## config.mk

```make
export PLATFORM = sky130hd
export DESIGN_NAME = inst_fetch
export DESIGN_NICKNAME = d
export VERILOG_FILES = /design/src/rtl/inst_fetch.sv
export SDC_FILE = /design/constraint.sdc
export NUM_CORES = 1
export LEC_CHECK = 0
export CELL_PAD_IN_SITES_DETAIL_PLACEMENT = 0
export CELL_PAD_IN_SITES_GLOBAL_PLACEMENT = 1
export CORE_UTILIZATION = 28
export DETAILED_ROUTE_END_ITERATION = 8
export PLACE_DENSITY_LB_ADDON = 0.05
export SLEW_MARGIN = 20
export SYNTH_ARGS = -nofsm -noshare
export SYNTH_HDL_FRONTEND = slang
export SYNTH_SLANG_ARGS = --single-unit
export TNS_END_PERCENT = 1
```

## constraint.sdc

```tcl
create_clock -name clock -period 1.5 [get_ports clock]
set_input_delay 0.225 -clock clock [delete_from_list [all_inputs] [get_ports clock]]
set_output_delay 0.225 -clock clock [all_outputs]
set_load 0.03 [all_outputs]
```

## src/rtl/inst_fetch.sv

```systemverilog
`default_nettype none
// ============================================================================
// Module      : inst_fetch
// Description : Instruction fetch stage of the accumulator CPU. It accepts a
//               fetch request from pc_reg and runs a read handshake with
//               instruction memory. The returned word is latched into the
//               instruction register and handed to decode with a valid/stall
//               handshake. busy_o tells the pc unit to hold its request.
//               Optional macro FETCH_TIMEOUT_EN bounds the memory wait. On
//               expiry it loads NOP_WORD and sets the sticky fault_o flag.
// Revision    : 1.0 - initial release
// ============================================================================
module inst_fetch #(
  parameter int                ADDR_W   = 5,
  parameter int                DATA_W   = 8,
  parameter int                TIMEOUT  = 15,
  parameter logic [DATA_W-1:0] NOP_WORD = '0
) (
  input  logic                     clock,
  input  logic                     reset,
  input  logic [ADDR_W-1:0]        pc_i,
  input  logic                     rmem_i,
  output logic                     busy_o,
  output logic [ADDR_W-1:0]        mem_addr,
  output logic                     mem_rd,
  input  logic [DATA_W-1:0]        mem_rdata,
  input  logic                     mem_ready,
  output logic [DATA_W-1:0]        ir_o,
  output logic [DATA_W-ADDR_W-1:0] opcode_o,
  output logic [ADDR_W-1:0]        operand_o,
  output logic                     valid_o,
  input  logic                     stall_i,
  output logic                     fault_o
);

  typedef enum logic [1:0] {
    S_IDLE = 2'd0,
    S_WAIT = 2'd1,
    S_FULL = 2'd2
  } state_t;

  state_t r_state;

`ifdef FETCH_TIMEOUT_EN
  localparam int CNT_W = $clog2(TIMEOUT + 1);
  localparam logic [CNT_W-1:0] C_CNT_LAST = CNT_W'(TIMEOUT - 1);
  logic [CNT_W-1:0] r_wait_cnt;
`else
  // Timeout settings have no effect in this build; fold them into a dead wire.
  logic w_unused_cfg;
  assign w_unused_cfg = (TIMEOUT != 0) ^ (NOP_WORD != '0);
`endif

  // Hold-off for the pc unit: a fetch is in flight, or decode has not taken
  // the current instruction yet.
  assign busy_o = (r_state == S_WAIT) | ((r_state == S_FULL) & stall_i);

  // Decode fields are plain slices of the instruction register.
  assign opcode_o  = ir_o[DATA_W-1:ADDR_W];
  assign operand_o = ir_o[ADDR_W-1:0];

  // Fetch control FSM with all memory/decode-facing outputs registered.
  always_ff @(posedge clock or negedge reset) begin
    if (!reset) begin
      r_state    <= S_IDLE;
      mem_addr   <= '0;
      mem_rd     <= 1'b0;
      ir_o       <= '0;
      valid_o    <= 1'b0;
      fault_o    <= 1'b0;
`ifdef FETCH_TIMEOUT_EN
      r_wait_cnt <= '0;
`endif
    end else begin
      case (r_state)
        S_IDLE: begin
          if (rmem_i) begin
            mem_addr   <= pc_i;
            mem_rd     <= 1'b1;
            r_state    <= S_WAIT;
`ifdef FETCH_TIMEOUT_EN
            r_wait_cnt <= '0;
`endif
          end
        end

        S_WAIT: begin
          // Returned data takes priority over an expiring timeout.
          if (mem_ready) begin
            ir_o    <= mem_rdata;
            valid_o <= 1'b1;
            mem_rd  <= 1'b0;
            r_state <= S_FULL;
          end
`ifdef FETCH_TIMEOUT_EN
          else if (r_wait_cnt == C_CNT_LAST) begin
            ir_o    <= NOP_WORD;
            valid_o <= 1'b1;
            mem_rd  <= 1'b0;
            fault_o <= 1'b1;
            r_state <= S_FULL;
          end else begin
            r_wait_cnt <= r_wait_cnt + 1'b1;
          end
`endif
        end

        S_FULL: begin
          if (!stall_i) begin
            valid_o <= 1'b0;
            // Back-to-back fetch when the pc already has the next request.
            if (rmem_i) begin
              mem_addr   <= pc_i;
              mem_rd     <= 1'b1;
              r_state    <= S_WAIT;
`ifdef FETCH_TIMEOUT_EN
              r_wait_cnt <= '0;
`endif
            end else begin
              r_state <= S_IDLE;
            end
          end
        end

        default: begin
          r_state <= S_IDLE;
          mem_rd  <= 1'b0;
          valid_o <= 1'b0;
        end
      endcase
    end
  end

endmodule
`default_nettype wire

```

==> impl_metrics.ini, run 1 <==
[setup_path]
worstPathArrival_ps = 1220
rr_worst_depth = 4
critPathKind = reg -> out
critPathMaxFanout = 4
cp-end-kind = primary output
cp.required_ps = 1270
critPathLaunchType = register

[grt]
overflow = 0
gr-usage-met3_pct = 5.191
grt_pass1_vias = 531
antenna_found_initial = 0
grt_use_met2_pct = 18.67
met1_usage_pct = 12.73
grt_usage_pct = 11.09
grt_pass1_wl_mm = 2.325
grt_max_degree = 18
top_usage_layer = met2

[layout]
syn2layout_area_growth_pct = 58.03
fin_nets = 126
final_util_pct = 48.44
drive_above_1_share_pct = 30.84
diodes = 0

[yosys]
synth_area_um2 = 787.0
synth_top_area_share_pct = 54.05
synth_top_family_by_area = multiplexers
synth_area_leaders = dfrtp_1 54%, mux2_4 15%, buf_4 8.6%, mux2_2 7.2%, a21oi_1 2.5%
ys_warn_count = 1
yosys.area_share.simple_pct = 5.405
syn-num-nets = 79
synth_fa_ha_area_share_pct = 0
ys_types = 15
yosysSeqAreaShare_pct = 54.05
synth_top_area_cell = dfrtp_1
synth-xor-area-share_pct = 0
synth-compound-area-share_pct = 5.723
synthMuxAreaShare_pct = 22.42
synth_seq_cells = 17
synth_area_per_cell_um2 = 12.90
synthCells = 61

[cts]
cts_hold_buf = 0
clock_sinks = 17
cts-root-buf = clkbuf_4
cts.htree.levels = 1
clk_pin_slew_ps = 90
cts_tree = done
clockBufferDepth = 2
cts_buffers = 3
clock_latency_ps = 280

[sta]
setup_viol = 0
finClkSkew_ps = 4.097
fmax_ghz = 0.6922
period_needed_ps = 1445
worst_slack_ps = 55.29
fin_setup_tns_ps = 0
finalMaxSlewViolations = 0
hold_viol = 0
rsz0062_at_grt = false
fin_crit_sh_pct = 96.31

[drt]
num_vias = 586
dr.pass1.iters = 4
final_antenna_net_count = 0
drt_iter0_drc = 5
viasPerCell = 4.277
wl_mm = 1.574
wire_per_inst_um = 11.49
drcViolationCount = 0

[floorplanning]
num_io_pins = 43
fp-row-count = 18
die_x_um = 55.02
die_area_mm2 = 0.003027
initial_core_util_pct = 30.65
fp.dieH_um = 55.02
core_mm2 = 0.002567

[placed_design]
dp_slack_ps = -184.9
dp_hpwl_mm = 1.204
portBuffers = 41
gp_congestion = 0.6903

[job]
max-cap-violations = 0

[run_status]
status = finished, final reports clean

[power]
ir_drop_uv = 1085
power_density_mw_per_mm2 = 2319
leakage_nw = 0.6159

[hold_path]
hp-class = in -> async
## path summary, 6_finish.rpt
| kind | startpoint | slack (ps) | end |
|---|---|---|---|
| worst min register to register | mem_addr[4] | 500 | mem_addr[4] |
| max in group asynchronous | reset | 1050 | ir_o[3] |
| min in group clock | mem_addr[4] | 500 | mem_addr[4] |
| worst min-delay path | reset | 260 | valid_o |
| worst max register to register | r_state[0] | 80 | ir_o[2] |
| worst max-delay path | r_state[0] | 60 | busy_o |
## layer usage
metal  wire length, um  share of wire (%)  vias up
met1               675                 43      273
li1                  -                  -      287
met4                13               0.83        0
met5                 0                  0        -
met2               778                 49       24
met3               107                6.8        2
## placed cells by master (no fill, tap or decap)
cell type        instances
dlygate4sd2_1           23
clkdlybuf4s50_1         17
dfrtp_1                 17
buf_4                   11
mux2_4                   8
mux2_2                   5
nand2_1                  4
a21oi_1                  4
inv_1                    3
clkbuf_4                 3
and2b_2                  2
inv_2                    1
nand2_2                  1
o21ai_2                  1
or3_1                    1
o22ai_1                  1
o21ai_0                  1
o32ai_1                  1
conb_1                   1
clkbuf_1                 1
buf_6                    1
## metrics by stage
stage / hold WS (ps) / instances / instance area (um2) / power [mW]
3_5_place_dp: 493.1 / 130 / 1214 / 2.837
4_1_cts: 263.3 / 134 / 1221 / 2.877
5_1_grt: 276.2 / 137 / 1244 / 3.072
6_report: 263.2 / 137 / 1244 / 2.884
2_1_floorplan: -70.59 / 61 / 787.0 / 2.146
3_3_place_gp: 487.7 / 130 / 1214 / 2.813
## synth_stat cells (all sizes together)
| library cell | count |
|---|---|
| a21oi | 4 |
| and2b | 2 |
| buf | 10 |
| conb | 1 |
| dfrtp | 17 |
| inv | 4 |
| mux2 | 13 |
| nand2 | 5 |
| o21ai | 2 |
| o22ai | 1 |
| o32ai | 1 |
| or3 | 1 |
## critical path, cell delays in order, from the launching register on
cell	delay (ps)
dfrtp_1	430
and2b_2	240
nand2_2	60
o21ai_2	70
buf_6	150
## sequential cells by signal (all words and copies together) (netlist names)
signal,flops
mem_rd,1
valid_o,1
r_state,2
ir_o,8
mem_addr,5
## power by group
group / switching (mW) / total [mW] / internal (mW)
Combinational: 1.04 / 1.82 / 0.778
Sequential: 0.142 / 0.833 / 0.691
Clock: 0.130 / 0.233 / 0.103
## cells by family after synthesis
family / count (synthesis)
other: 1
DFF: 17
AOI/OAI and AO/OA: 8
buffers and inverters: 14
and+or+nand+nor: 8
muxes: 13
## final cells by class
class | instances | area [um2]
Fill cell | 268 | 1324
Multi-Input combinational cell | 30 | 274.0
Tap cell | 30 | 37.54
Clock buffer | 4 | 26.28
Timing Repair Buffer | 52 | 465.4
Sequential cell | 17 | 425.4
Inverter | 4 | 15.01
## repair_timing
| item | in CTS | in global routing |
|---|---|---|
| gates resized for setup | 27 | 0 |
| setup buffers | 0 | 3 |
| pin swaps | 1 | 0 |
| setup endpoints to repair | 24 | 6 |
Note: power is estimated with default switching activity, not from simulation.
==> inputs of run 2 (changes only) <==
--- a/config.mk
+++ b/config.mk
@@ -7,6 +7,7 @@
 export LEC_CHECK = 0
 export CELL_PAD_IN_SITES_DETAIL_PLACEMENT = 0
 export CELL_PAD_IN_SITES_GLOBAL_PLACEMENT = 1
+export CORE_ASPECT_RATIO = 1.75
 export CORE_UTILIZATION = 28
 export DETAILED_ROUTE_END_ITERATION = 8
 export PLACE_DENSITY_LB_ADDON = 0.05
==> impl_metrics.ini, run 2 (synthesis results as in run 1) <==
[sta]
hold_viol = 0
period_needed_ps = 1501
fin_setup_tns_ps = -1.337
rsz0062_at_grt = true
finClkSkew_ps = 4.814
fmax_ghz = 0.6661
worst_slack_ps = -1.337
finalMaxSlewViolations = 0
setup_viol = 1
fin_crit_sh_pct = 100.1
fin_hold_ws_ps = 306.7

[layout]
final_common_cell = dlygate4sd2_1
final_util_pct = 47.16
syn2layout_area_growth_pct = 61.21
largest_registers = ir_o x8, mem_addr x5, r_state x2
layout_common_cells = 21 x dlygate4sd2_1, 17 x clkdlybuf4s50_1, 17 x dfrtp_1
fin_nets = 124
regMostFlops = ir_o
finalInstanceArea_mm2 = 0.001269
diodes = 0
stdcell_count = 132
largest_reg_flops = 8
drive_above_1_share_pct = 31.43

[power]
p_total_mw = 3.026
power_density_mw_per_mm2 = 2385
ir_drop_uv = 948.1
leakage_nw = 0.6375

[grt]
top_usage_layer = met2
grt_pass1_wl_mm = 2.608
antenna_found_initial = 0
grt_use_met2_pct = 17.88
grt_max_degree = 18
grt_usage_pct = 11.03
grt_pass1_vias = 606
overflow = 0
gr-usage-met3_pct = 2.488
met1_usage_pct = 13.35

[setup_path]
critPathKind = reg -> reg
slowest_delay_ps = 400
critPathMaxFanout = 8
r2r_setup_slack_ps = -1
cp-end-kind = register
critPathLaunchType = register
cp_common_cell = buf_6
cp_slowest_cell = dfrtp_1
cp.required_ps = 1630
worstPathArrival_ps = 1630
crit_path_cell_trace = buf_6, inv_2, or3_4, buf_6, mux2_4

[cts]
clk_pin_slew_ps = 70
clock_latency_ps = 250
cts_tree = done
cts_buffers = 3
cts-root-buf = clkbuf_8
clock_sinks = 17
cts.htree.levels = 1
clockBufferDepth = 2

[placed_design]
place_inst = 126
placed_area_mm2 = 0.001202
dp_slack_ps = -217.6
portBuffers = 41
gp_congestion = 0.6961
dp_hpwl_mm = 1.190

[drt]
drcViolationCount = 0
viasPerCell = 4.545
wl_mm = 1.614
drt_iter0_drc = 9
final_antenna_net_count = 0
dr.pass1.iters = 4
wire_per_inst_um = 12.23
num_vias = 600

[floorplanning]
num_io_pins = 43
fp-row-count = 25
die_x_um = 42.08
initial_core_util_pct = 29.26
die_area_mm2 = 0.003035
core_mm2 = 0.002690
fp.dieH_um = 72.14

[job]
max-cap-violations = 0

[run_status]
violations = setup timing
status = finished, violations left

[hold_path]
hp-class = in -> async
-- run 2: final cells by class --
| class | count | area, um2 |
|---|---|---|
| Clock buffer | 3 | 41.29 |
| Multi-Input combinational cell | 30 | 279.0 |
| Timing Repair Buffer | 50 | 469.2 |
| Tap cell | 27 | 33.78 |
| Fill cell | 270 | 1421 |
| Inverter | 4 | 15.01 |
| Sequential cell | 17 | 425.4 |
| Clock inverter | 1 | 5.005 |
-- run 2: critical path, delay by kind of cell (launching register included) --
kind                   cells  cell delay, ps
muxes                      1             300
DFF                        1             400
and+or+nand+nor            1             360
buffers and inverters      3             330
-- run 2: worst paths after layout --
kind,endpoint,depth (start not counted),start
setup / recovery,ir_o[3],5,r_state[0]
hold / removal,r_state[0],2,reset
setup reg to reg,ir_o[3],5,r_state[0]
hold reg to reg,mem_addr[3],1,mem_addr[3]
max in group asynchronous,r_state[1],2,reset
min in group clock,mem_addr[3],1,mem_addr[3]
-- run 2: timing repair --
item	CTS	global route
endpoints found under the setup margin	22	12
gates resized for setup	25	6
hold buffers	0	0
setup buffers	2	0
pin swaps	1	0
-- run 2: where the power goes --
group          internal, mW  leakage (nW)  switching, mW  total [mW]
registers             0.693         0.199          0.146       0.839
logic                 0.812         0.413           1.04        1.86
clock network         0.184        0.0255          0.146       0.330
-- run 2: routing by layer --
metal,up-vias,routed length [um]
met5,-,0
met4,0,21
met3,2,108
met2,25,830
met1,293,654
li1,280,-
==> inputs of run 3 (changes only) <==
--- a/config.mk
+++ b/config.mk
@@ -8,6 +8,7 @@
 export CELL_PAD_IN_SITES_DETAIL_PLACEMENT = 0
 export CELL_PAD_IN_SITES_GLOBAL_PLACEMENT = 1
 export CORE_ASPECT_RATIO = 1.75
+export CORE_MARGIN = 3
 export CORE_UTILIZATION = 28
 export DETAILED_ROUTE_END_ITERATION = 8
 export PLACE_DENSITY_LB_ADDON = 0.05
==> impl_metrics.ini, run 3 (synthesis results as in run 1) <==
[setup_path]
crit_path_cell_trace = and2b_2, nand2_2, o21ai_2, buf_4
critPathLaunchType = register
cp_slowest_cell = dfrtp_2
reg2reg_from = r_state[0]
cp.required_ps = 1270
worstPathArrival_ps = 1200
cp-end-kind = primary output
critPathMaxFanout = 4
slowest_delay_ps = 430
critPathKind = reg -> out
crit_start = r_state[0]

[power]
p_total_mw = 2.977
leakage_nw = 0.6345
power_density_mw_per_mm2 = 2370
ir_drop_uv = 1127

[cts]
clock_latency_ps = 250
cts.htree.levels = 1
clk_pin_slew_ps = 70
cts_tree = done
clock_sinks = 17
cts-root-buf = clkbuf_8
cts_hold_buf = 0
cts_buffers = 3
clockBufferDepth = 2

[sta]
finClkSkew_ps = 2.472
setup_viol = 0
hold_viol = 0
fmax_ghz = 0.7041
fin_crit_sh_pct = 94.68
period_needed_ps = 1420
rsz0062_at_grt = false
finalMaxSlewViolations = 0

[layout]
drive_above_1_share_pct = 32.38
diodes = 0
largest_reg_flops = 8
stdcell_count = 131
final_common_cell = dlygate4sd2_1
syn2layout_area_growth_pct = 59.62
finalInstanceArea_mm2 = 0.001256
fin_nets = 124
layout_common_cells = 22 x dlygate4sd2_1, 16 x clkdlybuf4s50_1, 16 x dfrtp_1
largest_registers = ir_o x8, mem_addr x5, r_state x2
regMostFlops = ir_o

[drt]
wl_mm = 1.640
drt_iter0_drc = 8
wire_per_inst_um = 12.52
dr.pass1.iters = 3
num_vias = 608
drcViolationCount = 0
viasPerCell = 4.641
final_antenna_net_count = 0

[placed_design]
dp_hpwl_mm = 1.249
place_inst = 125
placed_area_mm2 = 0.001201
portBuffers = 41
gp_congestion = 0.6584

[floorplanning]
core_mm2 = 0.002582
die_x_um = 46.08
fp.dieH_um = 76.14
initial_core_util_pct = 30.47
die_area_mm2 = 0.003508
fp-row-count = 24
num_io_pins = 43

[grt]
grt_use_met2_pct = 16.02
overflow = 0
antenna_found_initial = 0
grt_max_degree = 18
met1_usage_pct = 11.49
grt_usage_pct = 9.857
gr-usage-met3_pct = 2.600
grt_pass1_wl_mm = 2.628
grt_pass1_vias = 582
top_usage_layer = met2

[run_status]
status = finished, final reports clean

[hold_path]
hp-start = stall_i
hp-class = in -> reg

[job]
max-cap-violations = 0
[run 3: changes by cell type in the layout (fill, tap and decap cells not counted)]
| cell | before | now |
|---|---|---|
| buf_4 | 6 | 9 |
| dfrtp_2 | 0 | 1 |
| dfrtp_1 | 17 | 16 |
| clkdlybuf4s50_1 | 17 | 16 |
| buf_6 | 4 | 1 |
| dlygate4sd2_1 | 21 | 22 |
[run 3: report_power, final]
part / switching, mW / internal, mW
Sequential: 0.141 / 0.696
Clock: 0.151 / 0.184
Combinational: 1.04 / 0.769
[run 3: what timing repair did]
action,CTS,global route
setup buffers,0,2
setup endpoints to repair,23,10
resized for setup,23,7
pin swaps,0,0
[run 3: final cells by class]
type | instances | area, um2
Clock buffer | 3 | 41.29
Clock inverter | 1 | 5.005
Multi-Input combinational cell | 30 | 279.0
Timing Repair Buffer | 50 | 456.7
Sequential cell | 17 | 426.7
Fill cell | 265 | 1326
Inverter | 4 | 15.01
Tap cell | 26 | 32.53
[run 3: metrics by stage]
step,hold slack [ps],TNS (ps),setup WS (ps),util (%)
2_1_floorplan,-70.59,0,148.3,-
3_3_place_gp,486.8,-1650,-197.9,46.51
3_5_place_dp,497.5,-1857,-214.8,46.51
4_1_cts,310.3,0,2.837,47.29
5_1_grt,297.8,0,31.46,48.64
6_report,273.3,0,79.74,48.64
[run 3: per-layer routing]
metal	vias up	wire (um)	share of wire, %
met5	-	0	0
met4	0	20	1.2
met3	2	136	8.3
met2	26	865	53
met1	300	618	38
li1	280	-	-
[run 3: critical path: cells and delay by family (launching register included)]
kind,cells,cell delay [ps]
and+or+nand+nor,2,290
buffers and inverters,1,170
DFF,1,430
AOI/OAI and AO/OA,1,50
[run 3: path summary, 6_finish.rpt]
kind | to | slack [ps] | depth (start not counted)
min in group asynchronous | mem_addr[2] | 310 | 2
worst min register to register | mem_addr[3] | 500 | 1
worst min-delay path | r_state[0] | 270 | 2
worst max-delay path | busy_o | 80 | 4
worst max register to register | ir_o[3] | 130 | 4
max in group asynchronous | r_state[0] | 990 | 2
